$ cat config.mk
export PLATFORM = sky130hd
export DESIGN_NAME = datamem_ctrl_flat
export DESIGN_NICKNAME = d
export VERILOG_FILES = /design/src/rtl/datamem_pkg.sv /design/src/rtl/datamem_if.sv /design/src/rtl/datamem_array.sv /design/src/rtl/datamem_ctrl.sv /design/src/flat_wrapper.sv
export SDC_FILE = /design/constraint.sdc
export NUM_CORES = 2
export LEC_CHECK = 0
export BUFFER_PORTS_ARGS = -buffer_cell sky130_fd_sc_hd__buf_2
export CORE_MARGIN = 8
export CORE_UTILIZATION = 30
export DETAILED_ROUTE_END_ITERATION = 8
export PLACE_DENSITY_LB_ADDON = 0.08
export SLEW_MARGIN = 20
export SYNTH_ARGS = -nofsm -noshare
export SYNTH_HDL_FRONTEND = slang
export SYNTH_SLANG_ARGS = --single-unit
$ cat constraint.sdc
create_clock -name clk_i -period 7.8 [get_ports clk_i]
set_clock_uncertainty 0.2 [all_clocks]
set_input_delay 1.95 -clock clk_i [delete_from_list [all_inputs] [get_ports clk_i]]
set_output_delay 1.95 -clock clk_i [all_outputs]
set_load 0.03 [all_outputs]
$ cat src/rtl/datamem_pkg.sv
// Shared types and constants for the data memory controller.
//   state_e    : controller FSM states (sweep / normal traffic)
//   RD_LAT     : cycles from request acceptance to rsp_valid
//   idx_width  : array index width for a given depth
// Build option: DATAMEM_OUT_REG_EN adds one output register stage (RD_LAT = 2).
package datamem_pkg;

  typedef enum logic [0:0] {
    StInit,
    StRun
  } state_e;

`ifdef DATAMEM_OUT_REG_EN
  localparam int unsigned RD_LAT = 2;
`else
  localparam int unsigned RD_LAT = 1;
`endif

  function automatic int unsigned idx_width(input int unsigned depth);
    return (depth > 1) ? $clog2(depth) : 1;
  endfunction

endpackage

$ cat src/rtl/datamem_if.sv
// Request/response bus between a load/store requester and datamem_ctrl.
//   req_valid/req_ready/req_we/req_addr/req_wdata : request handshake
//   rsp_valid/rsp_data                            : read response
//   addr_err                                      : out-of-range pulse
//   init_done                                     : init sweep finished
// Modports: master (requester side), slave (memory controller side).
interface datamem_if #(
  parameter int unsigned DW = 8,
  parameter int unsigned AW = 8
) ();

  logic          req_valid;
  logic          req_ready;
  logic          req_we;
  logic [AW-1:0] req_addr;
  logic [DW-1:0] req_wdata;
  logic          rsp_valid;
  logic [DW-1:0] rsp_data;
  logic          addr_err;
  logic          init_done;

  modport master (
    output req_valid, req_we, req_addr, req_wdata,
    input  req_ready, rsp_valid, rsp_data, addr_err, init_done
  );

  modport slave (
    input  req_valid, req_we, req_addr, req_wdata,
    output req_ready, rsp_valid, rsp_data, addr_err, init_done
  );

endinterface

$ cat src/rtl/datamem_array.sv
// Plain synchronous single-port RAM, DEPTH x DW, registered read, no reset.
//   clk_i   : clock
//   we_i    : write enable
//   addr_i  : word index (must be < DEPTH)
//   wdata_i : write data
//   rdata_o : read data, valid the cycle after addr_i is presented (read-first)
module datamem_array #(
  parameter int unsigned DW    = 8,
  parameter int unsigned DEPTH = 256,
  parameter int unsigned IW    = 8
) (
  input  logic          clk_i,
  input  logic          we_i,
  input  logic [IW-1:0] addr_i,
  input  logic [DW-1:0] wdata_i,
  output logic [DW-1:0] rdata_o
);

  logic [DW-1:0] mem_q [DEPTH];
  logic [DW-1:0] rdata_q;

  always_ff @(posedge clk_i) begin
    if (we_i) begin
      mem_q[addr_i] <= wdata_i;
    end
    rdata_q <= mem_q[addr_i];
  end

  assign rdata_o = rdata_q;

endmodule

$ cat src/rtl/datamem_ctrl.sv
// Data memory controller: init sweep FSM, range check and read response pipeline
// around a DEPTH x DW synchronous array.
//   clk_i   : clock, rising edge
//   reset_i : asynchronous active-high reset
//   bus     : datamem_if.slave (request handshake, response, addr_err, init_done)
// After reset the array is swept (addr 0 <- PRELOAD0, addr 1 <- PRELOAD1, rest <- 0),
// then one request per cycle is accepted with no backpressure.
// Build option: DATAMEM_OUT_REG_EN registers rsp_valid/rsp_data/addr_err once more.
module datamem_ctrl
  import datamem_pkg::*;
#(
  parameter int unsigned   DW       = 8,
  parameter int unsigned   AW       = 8,
  parameter int unsigned   DEPTH    = 256,
  parameter logic [DW-1:0] PRELOAD0 = DW'(8'h04),
  parameter logic [DW-1:0] PRELOAD1 = DW'(8'h3C)
) (
  input  logic      clk_i,
  input  logic      reset_i,
  datamem_if.slave  bus
);

  localparam int unsigned IW = idx_width(DEPTH);

  state_e        state_q;
  logic [IW-1:0] ptr_q;
  logic          req_ready_q;
  logic          init_done_q;

  logic          accept;
  logic          in_range;
  logic          arr_we;
  logic [IW-1:0] arr_addr;
  logic [DW-1:0] arr_wdata;
  logic [DW-1:0] arr_rdata;

  // DEPTH <= 2**AW, so AW+1 bits hold it without truncation.
  assign in_range = ({1'b0, bus.req_addr} < (AW + 1)'(DEPTH));
  assign accept   = bus.req_valid & req_ready_q;

  // Array port mux: the sweep owns the array during init, the bus afterwards.
  always_comb begin
    arr_we    = 1'b0;
    arr_addr  = ptr_q;
    arr_wdata = '0;
    if (state_q == StInit) begin
      arr_we = 1'b1;
      if (ptr_q == IW'(0)) begin
        arr_wdata = PRELOAD0;
      end else if (ptr_q == IW'(1)) begin
        arr_wdata = PRELOAD1;
      end
    end else begin
      // Out-of-range addresses are steered to 0 so the array is never indexed past DEPTH.
      arr_addr  = in_range ? bus.req_addr[IW-1:0] : '0;
      arr_we    = accept & bus.req_we & in_range;
      arr_wdata = bus.req_wdata;
    end
  end

  always_ff @(posedge clk_i or posedge reset_i) begin
    if (reset_i) begin
      state_q     <= StInit;
      ptr_q       <= '0;
      req_ready_q <= 1'b0;
      init_done_q <= 1'b0;
    end else begin
      unique case (state_q)
        StInit: begin
          if (ptr_q == IW'(DEPTH - 1)) begin
            state_q     <= StRun;
            req_ready_q <= 1'b1;
            init_done_q <= 1'b1;
          end else begin
            ptr_q <= ptr_q + IW'(1);
          end
        end
        StRun: begin
        end
        default: begin
          state_q <= StInit;
        end
      endcase
    end
  end

  datamem_array #(
    .DW    (DW),
    .DEPTH (DEPTH),
    .IW    (IW)
  ) u_array (
    .clk_i   (clk_i),
    .we_i    (arr_we),
    .addr_i  (arr_addr),
    .wdata_i (arr_wdata),
    .rdata_o (arr_rdata)
  );

  // First response stage, aligned with the array's registered read data.
  logic          rd1_q;
  logic          err1_q;
  logic          oor1_q;
  logic [DW-1:0] hold_q;
  logic [DW-1:0] rsp1_data;

  // rsp_data keeps its last value between pulses; out-of-range reads return 0.
  assign rsp1_data = rd1_q ? (oor1_q ? '0 : arr_rdata) : hold_q;

  always_ff @(posedge clk_i or posedge reset_i) begin
    if (reset_i) begin
      rd1_q  <= 1'b0;
      err1_q <= 1'b0;
      oor1_q <= 1'b0;
      hold_q <= '0;
    end else begin
      rd1_q  <= accept & ~bus.req_we;
      err1_q <= accept & ~in_range;
      oor1_q <= ~in_range;
      hold_q <= rsp1_data;
    end
  end

`ifdef DATAMEM_OUT_REG_EN
  logic          rd2_q;
  logic          err2_q;
  logic [DW-1:0] data2_q;

  always_ff @(posedge clk_i or posedge reset_i) begin
    if (reset_i) begin
      rd2_q   <= 1'b0;
      err2_q  <= 1'b0;
      data2_q <= '0;
    end else begin
      rd2_q   <= rd1_q;
      err2_q  <= err1_q;
      data2_q <= rsp1_data;
    end
  end

  assign bus.rsp_valid = rd2_q;
  assign bus.addr_err  = err2_q;
  assign bus.rsp_data  = data2_q;
`else
  assign bus.rsp_valid = rd1_q;
  assign bus.addr_err  = err1_q;
  assign bus.rsp_data  = rsp1_data;
`endif

  assign bus.req_ready = req_ready_q;
  assign bus.init_done = init_done_q;

endmodule

$ cat src/flat_wrapper.sv
// flat-port wrapper written by rule: the top's interface ports become plain ports
module datamem_ctrl_flat import datamem_pkg::*;
#(
  parameter int unsigned   DW       = 8,
  parameter int unsigned   AW       = 8,
  parameter int unsigned   DEPTH    = 256,
  parameter logic [DW-1:0] PRELOAD0 = DW'(8'h04),
  parameter logic [DW-1:0] PRELOAD1 = DW'(8'h3C)
)
  (clk_i, reset_i, bus_req_valid, bus_req_we, bus_req_addr, bus_req_wdata, bus_req_ready, bus_rsp_valid, bus_rsp_data, bus_addr_err, bus_init_done);
  datamem_if #(.DW(DW), .AW(AW)) bus_i ();
  input  logic clk_i;
  input  logic reset_i;
  input wire logic [$bits(bus_i.req_valid)-1:0] bus_req_valid;
  input wire logic [$bits(bus_i.req_we)-1:0] bus_req_we;
  input wire logic [$bits(bus_i.req_addr)-1:0] bus_req_addr;
  input wire logic [$bits(bus_i.req_wdata)-1:0] bus_req_wdata;
  output wire logic [$bits(bus_i.req_ready)-1:0] bus_req_ready;
  output wire logic [$bits(bus_i.rsp_valid)-1:0] bus_rsp_valid;
  output wire logic [$bits(bus_i.rsp_data)-1:0] bus_rsp_data;
  output wire logic [$bits(bus_i.addr_err)-1:0] bus_addr_err;
  output wire logic [$bits(bus_i.init_done)-1:0] bus_init_done;
  assign bus_i.req_valid = bus_req_valid;
  assign bus_i.req_we = bus_req_we;
  assign bus_i.req_addr = bus_req_addr;
  assign bus_i.req_wdata = bus_req_wdata;
  assign bus_req_ready = bus_i.req_ready;
  assign bus_rsp_valid = bus_i.rsp_valid;
  assign bus_rsp_data = bus_i.rsp_data;
  assign bus_addr_err = bus_i.addr_err;
  assign bus_init_done = bus_i.init_done;
  datamem_ctrl #(.DW(DW), .AW(AW), .DEPTH(DEPTH), .PRELOAD0(PRELOAD0), .PRELOAD1(PRELOAD1)) u_core (.clk_i(clk_i), .reset_i(reset_i), .bus(bus_i));
endmodule
==> results.sh <==
export IMPL_num_rows=190
export IMPL_place_inst=7954
export IMPL_grt_pass1_wl_um=346000
export IMPL_postSynth_asyncResetShare_pct=0.916
export IMPL_grt_max_degree=193
export IMPL_vias=41900
export IMPL_period_minus_slack_ns=5.66
export IMPL_gp_congestion=0.749
export IMPL_final_max_slew_viol_count=0
export IMPL_boundaryPins=32
export IMPL_slew_headroom_pct=21.9
export IMPL_setup_viol=0
export IMPL_synth_top_area_share_pct=76.4
export IMPL_die_height_um=534
export IMPL_cp_slowest_cell="mux2_8"
export IMPL_cts_tree="yes"
export IMPL_post_synth_top_count_cell="edfxtp_1"
export IMPL_crit_end="u_core.u_array.rdata_o[7]"
export IMPL_fillers=25300
export IMPL_fin_crit_sh_pct=72.5
export IMPL_rrSetupSlack_ns=2.34
export IMPL_grtUsageTotal_pct=16.9
export IMPL_crit_cells=10
export IMPL_wl_um=246000
export IMPL_yosys_register_bits=2075
export IMPL_finalHoldViolations=0
export IMPL_path_cells="buf_2 -> mux2_8 -> buf_4 -> buf_4 -> mux4_2 -> a22oi_1 -> nand4_1 -> o21ai_1 -> o31a_1 -> o2111ai_1"
export IMPL_arrival_ns=6.16
export IMPL_first_iter_violations=3418
export IMPL_crit_fanout=52
export IMPL_die_x_um=534
export IMPL_synthTopCellsByArea="edfxtp_1, mux4_2, nand2_1"
export IMPL_io_buffers=30
export IMPL_post_drt_wl_per_cell_um=29.4
export IMPL_clkLatencyLatePin_ns=0.86
export IMPL_cp_top_family="compound AO/OA/AOI/OAI gates"
export IMPL_post_cts_buffers=0
export IMPL_antenna_found_initial=12
export IMPL_wl_met2_um=119000
export IMPL_crit_start="bus_req_addr[0]"
export IMPL_status="finished clean"
export IMPL_grt_overflow=0
export IMPL_numCtsBuffers=224
export IMPL_clock_sinks=2075
export IMPL_cellLeakagePower_uw=0.0273
export IMPL_core_area_mm2=0.267
export IMPL_synthDistinctLibCells=49
export IMPL_final_setup_tns_ns=0
export IMPL_synth_common_cells="edfxtp_1, nand2_1, nand3_1, mux4_2, nor2_1"
export IMPL_ant_nets=0
export IMPL_wl_met3_um=8930
export IMPL_holdBufCountCts=0
export IMPL_netlist_area_mm2=0.0805
export IMPL_fin_nets=4652
export IMPL_netlist_instances=4528
export IMPL_hold_path_class="flip-flop to flip-flop"
export IMPL_dpl_hpwl_um=147000
export IMPL_yosys_warnings=0
export IMPL_synth_nets=4551
export IMPL_clkTransAtPathRegs_ns=0.06
export IMPL_yosysTopAreaCell="edfxtp_1"
export IMPL_ir_worst_vdd_v=0.000199
export IMPL_syn_area_per_cell_um2=17.8
export IMPL_cts_buffer_depth=3
export IMPL_crit_type="primary input to flip-flop"
export IMPL_cp_end_kind="flip-flop"
export IMPL_cp_num_buf_inv=3
export IMPL_layout_drive_gt1_share_pct=18.4
export IMPL_fin_cells=8361
export IMPL_worst_r2r_cell_count=9
export IMPL_die_area_mm2=0.285
export IMPL_viasPerCell=5.01
export IMPL_maxCapViolCount=0
export IMPL_drt_pre_antenna_iters=5
export IMPL_route_layer_met1_wl_um=113000
export IMPL_cp_required_ns=8.31
export IMPL_max_stage_delay_ns=0.74
export IMPL_setup_slack_ns=2.14
export IMPL_grt_pass1_vias=42800
export IMPL_areaGrowthSynthToFinish_pct=14.9
export IMPL_synth_edf_count=2048
export IMPL_start_util_pct=30.1
export IMPL_cts_resized=0
export IMPL_power_density_mw_per_mm2=243
export IMPL_pre_cts_slack_ns=1.13
export IMPL_cp_start_kind="primary input"
export IMPL_synth_ff_type="edfxtp_1"
export IMPL_max_freq_mhz=177
export IMPL_regToRegStartpoint="u_core.state_q"
export IMPL_cts_htree_levels=4
export IMPL_timing_critical_path_mode_cell="buf_4"
export IMPL_yosysSeqAreaShare_pct=77.2
export IMPL_drc=0
export IMPL_crit_reg2reg_capture="u_core.u_array.rdata_o[1]"
export IMPL_clockRootBuffer="clkbuf_16"
export IMPL_whs_ns=0.296
export IMPL_worst_pin_slew_ns=1.17
export IMPL_dr_max_layer_used="met4"
export IMPL_rsz0062_at_grt="false"
## layout by cell type, fill, tap and decap left out, drive strengths merged, types with 3 or more instances in the layout
cell type     n
a21oi         4
a22oi       160
a311oi       32
a31oi         8
a32oi        16
a41oi        16
and2          4
and3         16
buf         155
bufinv       19
clkbuf      288
clkinv       80
clkinvlp      7
dfrtp        19
dfxtp         8
diode         6
edfxtp     2048
ha            3
inv          12
mux2         13
mux2i        19
mux4        352
nand2       669
nand3       374
nand3b        6
nand4       138
nor2        265
nor3          3
o2111ai       8
o21ai        10
o31a          8
o31ai        16
o32ai         3
or3b          6
xnor2         5
## registers in the layout (all words and copies together), names as in the netlist
name and cells:
u_core.hold_q 8, u_core.ptr_q 8, u_core.state_q 1, u_core.bus.init_done 1, u_core.bus.rsp_valid 1, u_core.u_array.rdata_o 8, u_core.u_array.mem_q 2048
## through the flow
| stage | utilization (%) | total power, uW | cell area (um2) |
|---|---|---|---|
| after floorplan | - | 12300 | 80500 |
| after global placement | 31.9 | 12300 | 85300 |
| after detailed placement | 31.9 | 12300 | 85400 |
| after CTS | 34.6 | 22800 | 92400 |
| after global routing | 34.6 | 23200 | 92500 |
| final | 34.6 | 22500 | 92500 |
## per-layer routing
metal,track usage [%],vias to the layer above
met5,0,-
met4,3.90,0
met3,2.14,296
met2,27.9,847
met1,23.9,22500
li1,-,18300
## worst reg2reg max path, delay by kind of cell (launching register included)
| kind | cells | cell delay (ns) |
|---|---|---|
| compound gates | 4 | 1.62 |
| buf+inv | 2 | 1.31 |
| flops | 1 | 0.54 |
| mux | 2 | 1.14 |
| simple gates | 1 | 0.45 |
## final cells by class
type / count / area [um2] / area share [%]
clock buffer: 288 / 5990 / 6.48
inverter: 6 / 22.5 / 0.0243
tap: 3552 / 4440 / 4.80
multi-input combinational: 2167 / 17400 / 18.8
sequential: 2075 / 62100 / 67.2
timing repair buffer: 155 / 1360 / 1.47
clock inverter: 112 / 1100 / 1.19
antenna: 6 / 15.0 / 0.0162
## cells by family after synthesis
group / after synthesis / synth area share, %
fa+ha+maj: 3 / 0.0466
buf+inv: 286 / 1.57
compound gates: 287 / 2.76
simple gates: 1486 / 8.09
mux: 384 / 10.3
xor+xnor: 6 / 0.0653
other cells: 1 / 0.00466
flops: 2075 / 77.2
## power breakdown
part / internal (uW) / switching [uW]
combinational: 4.23 / 8.93
clock: 6010 / 4410
sequential: 12100 / 0
## worst min-delay path by stage
stage	from	end	slack, ns	cells past startpoint
6_report	u_core.hold_q[4]	u_core.hold_q[4]	0.30	1
5_1_grt	u_core.hold_q[5]	u_core.hold_q[5]	0.32	1
4_1_cts	u_core.hold_q[5]	u_core.hold_q[5]	0.30	1
3_5_place_dp	u_core.hold_q[6]	u_core.hold_q[6]	0.29	1
3_3_place_gp	u_core.hold_q[6]	u_core.hold_q[6]	0.28	1
2_1_floorplan	u_core.ptr_q[5]	u_core.ptr_q[5]	0.36	2
Note: power is estimated with default switching activity, not from simulation.
